`config.mk`:
```
export PLATFORM = sky130hd
export DESIGN_NAME = mdu_iterative
export DESIGN_NICKNAME = d
export VERILOG_FILES = /design/src/rtl/mdu_iterative.sv
export SDC_FILE = /design/constraint.sdc
export NUM_CORES = 1
export LEC_CHECK = 0
export ABC_AREA = 0
export BUFFER_PORTS_ARGS = -buffer_cell sky130_fd_sc_hd__buf_2
export CAP_MARGIN = 10
export CORE_MARGIN = 2
export CORE_UTILIZATION = 40
export CTS_CLUSTER_SIZE = 28
export DETAILED_ROUTE_END_ITERATION = 6
export PLACE_DENSITY = 0.67
export SYNTH_ARGS = -nofsm -noshare
export SYNTH_HDL_FRONTEND = slang
export SYNTH_SLANG_ARGS = --single-unit
```
`constraint.sdc`:
```
create_clock -name clk -period 3.8 [get_ports clk]
set_input_delay 0.76 -clock clk [delete_from_list [all_inputs] [get_ports clk]]
set_output_delay 0.76 -clock clk [all_outputs]
set_load 0.005 [all_outputs]
```
`src/rtl/mdu_iterative.sv`:
```
// rtl/mdu_iterative.sv - iterative signed multiply/divide responder (Mul 1010, Div 1111) with Hi/Lo result.
// Optional MDU_EARLY_OUT_EN: multiply leaves CALC once the remaining multiplier is zero.
module mdu_iterative #(
  parameter int WIDTH = 32,
  parameter int CNT_W = 6
) (
  input  logic             clk,
  input  logic             reset,
  input  logic             start,
  input  logic [3:0]       FunctC,
  input  logic [WIDTH-1:0] A,
  input  logic [WIDTH-1:0] B,
  output logic             busy,
  output logic             done,
  output logic [WIDTH-1:0] Hi,
  output logic [WIDTH-1:0] Lo,
  output logic             DivByZero
);

  localparam logic [3:0] OP_MUL = 4'b1010;
  localparam logic [3:0] OP_DIV = 4'b1111;
`ifdef MDU_EARLY_OUT_EN
  localparam bit EARLY_OUT = 1'b1;
`else
  localparam bit EARLY_OUT = 1'b0;
`endif

  typedef enum logic [1:0] {S_IDLE, S_CALC, S_FIX, S_DONE} state_t;

  state_t             state_q, state_d;
  logic [CNT_W-1:0]   cnt_q, cnt_d;
  logic               is_div_q, is_div_d;
  logic               neg_res_q, neg_res_d;
  logic               neg_rem_q, neg_rem_d;
  logic [2*WIDTH-1:0] mcand_q, mcand_d;
  logic [WIDTH-1:0]   mplier_q, mplier_d;
  logic [2*WIDTH-1:0] acc_q, acc_d;
  logic [WIDTH-1:0]   hi_q, hi_d;
  logic [WIDTH-1:0]   lo_q, lo_d;
  logic               dbz_q, dbz_d;

  logic [WIDTH-1:0]   mag_a, mag_b;
  logic [WIDTH:0]     div_shift, div_trial;
  logic [2*WIDTH-1:0] prod;
  logic               last_iter;

  always_comb begin
    state_d   = state_q;
    cnt_d     = cnt_q;
    is_div_d  = is_div_q;
    neg_res_d = neg_res_q;
    neg_rem_d = neg_rem_q;
    mcand_d   = mcand_q;
    mplier_d  = mplier_q;
    acc_d     = acc_q;
    hi_d      = hi_q;
    lo_d      = lo_q;
    dbz_d     = dbz_q;

    mag_a     = A[WIDTH-1] ? -A : A;
    mag_b     = B[WIDTH-1] ? -B : B;
    last_iter = (cnt_q == CNT_W'(WIDTH-1));
    // Partial remainder is one bit wider than the divisor so the trial borrow lands in the MSB.
    div_shift = {acc_q[2*WIDTH-1:WIDTH], acc_q[WIDTH-1]};
    div_trial = div_shift - {1'b0, mcand_q[WIDTH-1:0]};
    prod      = neg_res_q ? -acc_q : acc_q;

    case (state_q)
      S_IDLE: begin
        if (start && (FunctC == OP_MUL || FunctC == OP_DIV)) begin
          is_div_d  = (FunctC == OP_DIV);
          neg_res_d = A[WIDTH-1] ^ B[WIDTH-1];
          neg_rem_d = A[WIDTH-1];
          cnt_d     = '0;
          if (FunctC == OP_DIV) begin
            mcand_d = {{WIDTH{1'b0}}, mag_b};
            acc_d   = {{WIDTH{1'b0}}, mag_a};
          end else begin
            mcand_d  = {{WIDTH{1'b0}}, mag_a};
            mplier_d = mag_b;
            acc_d    = '0;
          end
          if (FunctC == OP_DIV && B == '0) begin
            state_d = S_DONE;
            hi_d    = A;
            lo_d    = '1;
            dbz_d   = 1'b1;
          end else begin
            state_d = S_CALC;
          end
        end
      end
      S_CALC: begin
        cnt_d = cnt_q + CNT_W'(1);
        if (!is_div_q) begin
          if (mplier_q[0]) acc_d = acc_q + mcand_q;
          mcand_d  = mcand_q << 1;
          mplier_d = mplier_q >> 1;
          if (last_iter || (EARLY_OUT && mplier_d == '0)) state_d = S_FIX;
        end else begin
          if (!div_trial[WIDTH]) acc_d = {div_trial[WIDTH-1:0], acc_q[WIDTH-2:0], 1'b1};
          else                   acc_d = {div_shift[WIDTH-1:0], acc_q[WIDTH-2:0], 1'b0};
          if (last_iter) state_d = S_FIX;
        end
      end
      S_FIX: begin
        dbz_d   = 1'b0;
        state_d = S_DONE;
        if (!is_div_q) begin
          hi_d = prod[2*WIDTH-1:WIDTH];
          lo_d = prod[WIDTH-1:0];
        end else begin
          lo_d = neg_res_q ? -acc_q[WIDTH-1:0] : acc_q[WIDTH-1:0];
          hi_d = neg_rem_q ? -acc_q[2*WIDTH-1:WIDTH] : acc_q[2*WIDTH-1:WIDTH];
        end
      end
      S_DONE:  state_d = S_IDLE;
      default: state_d = S_IDLE;
    endcase
  end

  always_ff @(posedge clk) begin
    if (reset) begin
      state_q   <= S_IDLE;
      cnt_q     <= '0;
      is_div_q  <= 1'b0;
      neg_res_q <= 1'b0;
      neg_rem_q <= 1'b0;
      mcand_q   <= '0;
      mplier_q  <= '0;
      acc_q     <= '0;
      hi_q      <= '0;
      lo_q      <= '0;
      dbz_q     <= 1'b0;
    end else begin
      state_q   <= state_d;
      cnt_q     <= cnt_d;
      is_div_q  <= is_div_d;
      neg_res_q <= neg_res_d;
      neg_rem_q <= neg_rem_d;
      mcand_q   <= mcand_d;
      mplier_q  <= mplier_d;
      acc_q     <= acc_d;
      hi_q      <= hi_d;
      lo_q      <= lo_d;
      dbz_q     <= dbz_d;
    end
  end

  assign busy      = (state_q != S_IDLE);
  assign done      = (state_q == S_DONE);
  assign Hi        = hi_q;
  assign Lo        = lo_q;
  assign DivByZero = dbz_q;

endmodule

```
---- Yosys cells after proc, flatten, opt, wreduce, memory -nomap -nowiden ----
Index checks and enable logic that the tools add are counted.
word-level totals
  logic and storage cells ................. 83
  bits in registers ....................... 236
  input port bits ......................... 71
  output and inout bits ................... 67
cells by class
  equality and inequality tests ........... 12
  reduce and logical (&&, ||, !) cells .... 15
  add/sub/neg operators ................... 8
  mux-type cells .......................... 36
  bitwise logic cells ..................... 1
operators with widths
  operator                                                                number
  32-bit 2-to-1 mux                                                       15
  64-bit 2-to-1 mux                                                       7
  64-bit case mux with 2 select lines                                     2
  32-bit case mux with 2 select lines                                     3
  32-bit negator                                                          4
  64-bit adder                                                            1
  64-bit negator                                                          1
  33-bit by 32-bit subtractor with 33-bit output                          1
  32-bit logical NOT                                                      1
  6-bit case mux with 2 select lines                                      1
  2-bit != test (second input constant)                                   5
  3-bit AND reduction                                                     3
  4-bit equality test (second input constant)                             2
  2-bit case mux with 4 select lines                                      1
  6-bit by 1-bit adder with 6-bit output (second input constant)          1
  6-bit by 5-bit equality test with 1-bit output (second input constant)  1
  2-bit 2-to-1 mux                                                        3
  6-bit 2-to-1 mux                                                        1
  2-bit AND reduction                                                     3
  2-bit nonzero test                                                      3
  2-bit equality test (second input constant)                             2
  4-bit AND reduction                                                     1
  3-bit != test (second input constant)                                   1
  2-bit by 1-bit equality test with 1-bit output (second input constant)  1
  6 further kinds                                                         8

---- Logic depth before layout (Yosys ltp) ----
  depth after elaboration ................. 5
  depth in mapped cells ................... 15
  depth with buffers taken out ............ 14

---- Worst setup path before layout ----
OpenSTA, ideal clock, no wires.
  kind .................................... input to register
  from .................................... input B[9]
  to ...................................... register lo_q[10], in the netlist Lo[10]
  setup slack ............................. -0.171 ns
  stages .................................. 11
  arrival time ............................ 3.814 ns
  required time ........................... 3.643 ns
  library setup time ...................... 0.157 ns
  cells stage by stage .................... or4_4 or3_1 or4_4 or3_1 or3_4 nor4_4 nand2_2 o21ai_4 buf_6 buf_6 a311oi_2
between the ends
  cells in the longest elaborated chain, start to end .. 4
ends and longest elaborated chain
  item                           line  source
  from (decl)                    12    input logic [WIDTH-1:0] B,
  32-bit logical NOT             83    if (FunctC == OP_DIV && B == '0) begin
  1-bit logical AND              83
  2-bit != test (no line)        n/a
  3-bit AND reduction (no line)  n/a
  to (signal assigned)           145   lo_q <= lo_d;
  to (decl)                      39    logic [WIDTH-1:0] lo_q, lo_d;
No other way between the ends.
A chain may end at the register's enable or synchronous reset.

---- Final worst setup path ----
  from .................................... register acc_q[4]
  to ...................................... register acc_q[48]
between the ends
  cells in the longest elaborated chain, start to end .. 4
ends and longest elaborated chain
  item                                 line  source
  from (decl)                          37    logic [2*WIDTH-1:0] acc_q, acc_d;
  from (signal assigned)               131   acc_q <= '0;
  from (signal assigned)               143   acc_q <= acc_d;
  64-bit adder                         96    if (mplier_q[0]) acc_d = acc_q + mcand_q;
  64-bit 2-to-1 mux                    96
  64-bit 2-to-1 mux                    95    if (!is_div_q) begin
  64-bit case mux with 2 select lines  68    case (state_q)
No other way between the ends. The select of a mux whose other input is x is not followed.

==> key figures <==
Setup path
  • Critical Path Sink Type: register
  • Arrival time at the worst endpoint: 4.15 ns
  • Critical path's slowest cell: or3_1
  • Reg-to-reg critical path startpoint: acc_q[4]
  • Max FO, Critical Path: 5
  • Kind of critical path: reg -> reg
  • Setup crit start: acc_q[4]
  • Slowest stage delay, CP: 0.41 ns
  • Worst setup SP type: register
  • Crit-path cells: buf_4, ha_1, o21ai_0, o21bai_1, nand3_1, a21oi_2, o31ai_2, or3_1, a31o_2, o21ai_0, buf_4, a21oi_1, xnor2_1, a221o_1
  • Critical path required time: roughly 4.3 ns

Yosys
  • Xor-xnor portion of the synthesized cell area: 0.0960
  • Synth Area in Adders: 0.0703
  • Simple-Gate Fraction of Synth Area: 0.199
  • Synth Net Count: 2746
  • Sequential share of the synthesized area: 0.248
  • Compound-Gate Fraction of Synth Area: 0.321
  • Cell variety after synth: 81
  • Mapped Cells: 2569
  • Multiplexer area fraction after synthesis: 0.0116
  • Ys flop type: dfxtp_1
  • Area of the mapped netlist: 0.0191 sq mm
  • Post-synth EDFFs: 0
  • #FFs+latches synth: 236
  • Warnings, synthesis: 0
  • Largest family of logic cells by synthesized area: compound AO/OA/AOI/OAI gates
  • Async SR Flop Fraction: 0
  • Mean Syn Cell Area: 7.42 sq um

Pwr
  • Pwr per Cell Area: 548 mW/mm^2
  • Pwr Total: 12.5 mW
  • Sw frac: 0.448
  • Sequential share of power: 0.249
  • Pleak: 9.63 nW
  • Logic pwr share: 0.526
  • Cell-internal power: roughly 6.9 mW
  • Clock power frac: 0.225
  • Max IR drop VDD: ~0.00038 V
  • Psw: ~5.6 mW

GRT
  • Total grt overflow: 0
  • First-pass GRT wire length: roughly 110 mm
  • Initial antenna violation count: 0
  • Vias in the first global route: 19000
  • Tot GR Track Use: 0.290
  • Largest net degree at the start of global routing: 61

Flow run
  • Max_cap viols: 0

Finish
  • Layout cell share with drive strength beyond 1: 0.188
  • Most common cell after layout, fill and taps aside: nor2_1
  • Area delta synth->final: 19.9%
  • Nets@finish: 2968
  • Most frequent cells in the layout: nor2_1 (305), a21oi_1 (251), nand2_1 (244)

STA
  • Final Hold Violating Endpoints: 0
  • Rel. slew slack: 0.296
  • Hold Slack: 0.448 ns
  • RSZ-0062 raised after global routing: no
  • Pins Over Slew Limit: 0
  • Tmin final: 3.69 ns
  • Final Cycle Share: 0.971
  • Fmax achieved: 0.271 GHz
  • Endpoints failing setup: 0
  • Worst-margin pin slew: 1.05 ns
  • Clk_skew: 0.0143 ns

Detailed routing
  • Initial DRC Count: 2368
  • Antenna Nets Post-Route: 0
  • Vias/cell: 6.12
  • Average wire per standard cell: between 20 and 25 um
  • Via count: about 21000
  • Routed WL: 75.4 mm
  • Residual DRC: 0
  • First-pass DRT Iterations: 5

Die
  • Core area: between 0.04 and 0.05 sq mm
  • Die W: 222 um
  • IO Pins: about 140
  • Starting density of the core: 0.403
  • Die height: around 220 um
  • Row count: 80
  • Die area: 0.0494 sq mm

Clock network
  • CTS tree: yes
  • Clock root buffer: clkbuf_16
  • Clock H-tree levels: 1
  • Clock transition at path regs: 0.07 ns
  • CTS Sinks: 236
  • Clk Latency, worst-skew pair: 0.59 ns
  • Num CTS Buffers: 28
  • CTS Buffer Depth: 3

Place
  • I/O Buffers: between 100 and 150
  • DP HPWL: 58.5 mm
  • GP Congestion: approximately 1.0

Hold path
  • Hold_sp: mplier_q[30]
  • Worst min path class: reg -> reg

Run status
  • Status: finished clean
final cells by class:
class	count	area, sq um
inverter	77	289
tap	615	769
timing repair buffer	373	2530
clock buffer	36	761
antenna	1	2.50
fill	4699	24500
sequential	236	4730
multi-input combinational	2075	13600
clock inverter	15	174
worst max-delay path: cells and delay by family, from the launching register on:
kind | cells | cell delay [ns]
compound gates | 8 | 1.80
xor+xnor | 1 | 0.13
fa+ha+maj | 1 | 0.34
buf+inv | 2 | 0.35
flops | 1 | 0.35
simple gates | 2 | 0.58
cell families (layout without fill, tap and decap cells):
| kind of cell | Yosys count | count (layout) |
|---|---|---|
| simple gates | 829 | 829 |
| other cells | 0 | 1 |
| compound gates | 908 | 909 |
| xor+xnor | 209 | 209 |
| fa+ha+maj | 106 | 106 |
| flops | 236 | 236 |
| mux | 22 | 22 |
| buf+inv | 259 | 501 |
metrics by stage:
step / instance area [sq um] / worst slack, ns / setup TNS [ns] / utilization / instances
floorplan: 19300 / -0.152 / -5.11 / - / 2569
global placement: 21800 / -0.442 / -27.54 / 0.460 / 3369
detailed placement: 21800 / -0.512 / -31.79 / 0.460 / 3369
CTS: 22700 / 0.000795 / 0 / 0.480 / 3420
global route: 22900 / 0.0124 / 0 / 0.483 / 3427
finish: 22900 / 0.111 / 0 / 0.483 / 3428
state kept, by name (all words and copies together) (netlist names):
name,cells
acc_q,64
Lo,32
mplier_q,32
neg_rem_q,1
neg_res_q,1
cnt_q,6
Hi,32
state_q,2
DivByZero,1
is_div_q,1
mcand_q,64
final timing paths:
path | endpoint | slack [ns] | cells after the start
min | mplier_q[30] | 0.45 | 2
max | acc_q[48] | 0.11 | 14
min reg2reg | mplier_q[30] | 0.45 | 2
max reg2reg | acc_q[48] | 0.11 | 14
routing by layer:
metal / GRT usage / share of wire / vias up
met3: 0.0361 / 0.075 / 167
met2: 0.474 / 0.45 / 971
met4: 0.121 / 0.049 / 0
met5: 0 / 0 / -
li1: - / - / 9849
met1: 0.386 / 0.42 / 9998
what timing repair did:
item                                    4_1_cts  5_1_grt
gates resized for setup                       1       19
gates cloned                                  0        2
pin swaps                                     0        4
hold buffers                                  0        0
buffers inserted                              0        5
endpoints found under the setup margin        1       44
hold endpoints to repair                      0        0
power by group through the flow:
stage / Clock [mW] / Sequential, mW / Combinational, mW
CTS: 2.85 / 3.11 / 6.31
detailed placement: 0 / 3.16 / 6.26
global placement: 0 / 3.15 / 6.19
floorplan: 0 / 3.08 / 3.95
global route: 2.95 / 3.15 / 7.08
finish: 2.82 / 3.12 / 6.59
cells in the mapped netlist, drive strengths merged, types with 16 or more instances:
cell    instances  area [sq um]
xor2          108           946
a21oi         253          1270
o21bai         18           135
nand3          31           155
xnor2         101           885
a31oi          17           106
clkbuf        167           627
mux2i          21           210
dfxtp         236          4720
nor2b          18           113
o21ai         180           912
a311oi         32           449
or3            25           161
a211oi        116           911
a22oi          49           373
nor2          318          1190
a21o           70           526
or4            25           195
nand2         245           922
inv            76           285
nor3           48           240
nor4           18           128
o31ai          35           263
o41ai          16           140
nand4          27           169
ha            104          1300
nand2b         28           175
o211ai         29           218
(Power assumes the default switching activity.)
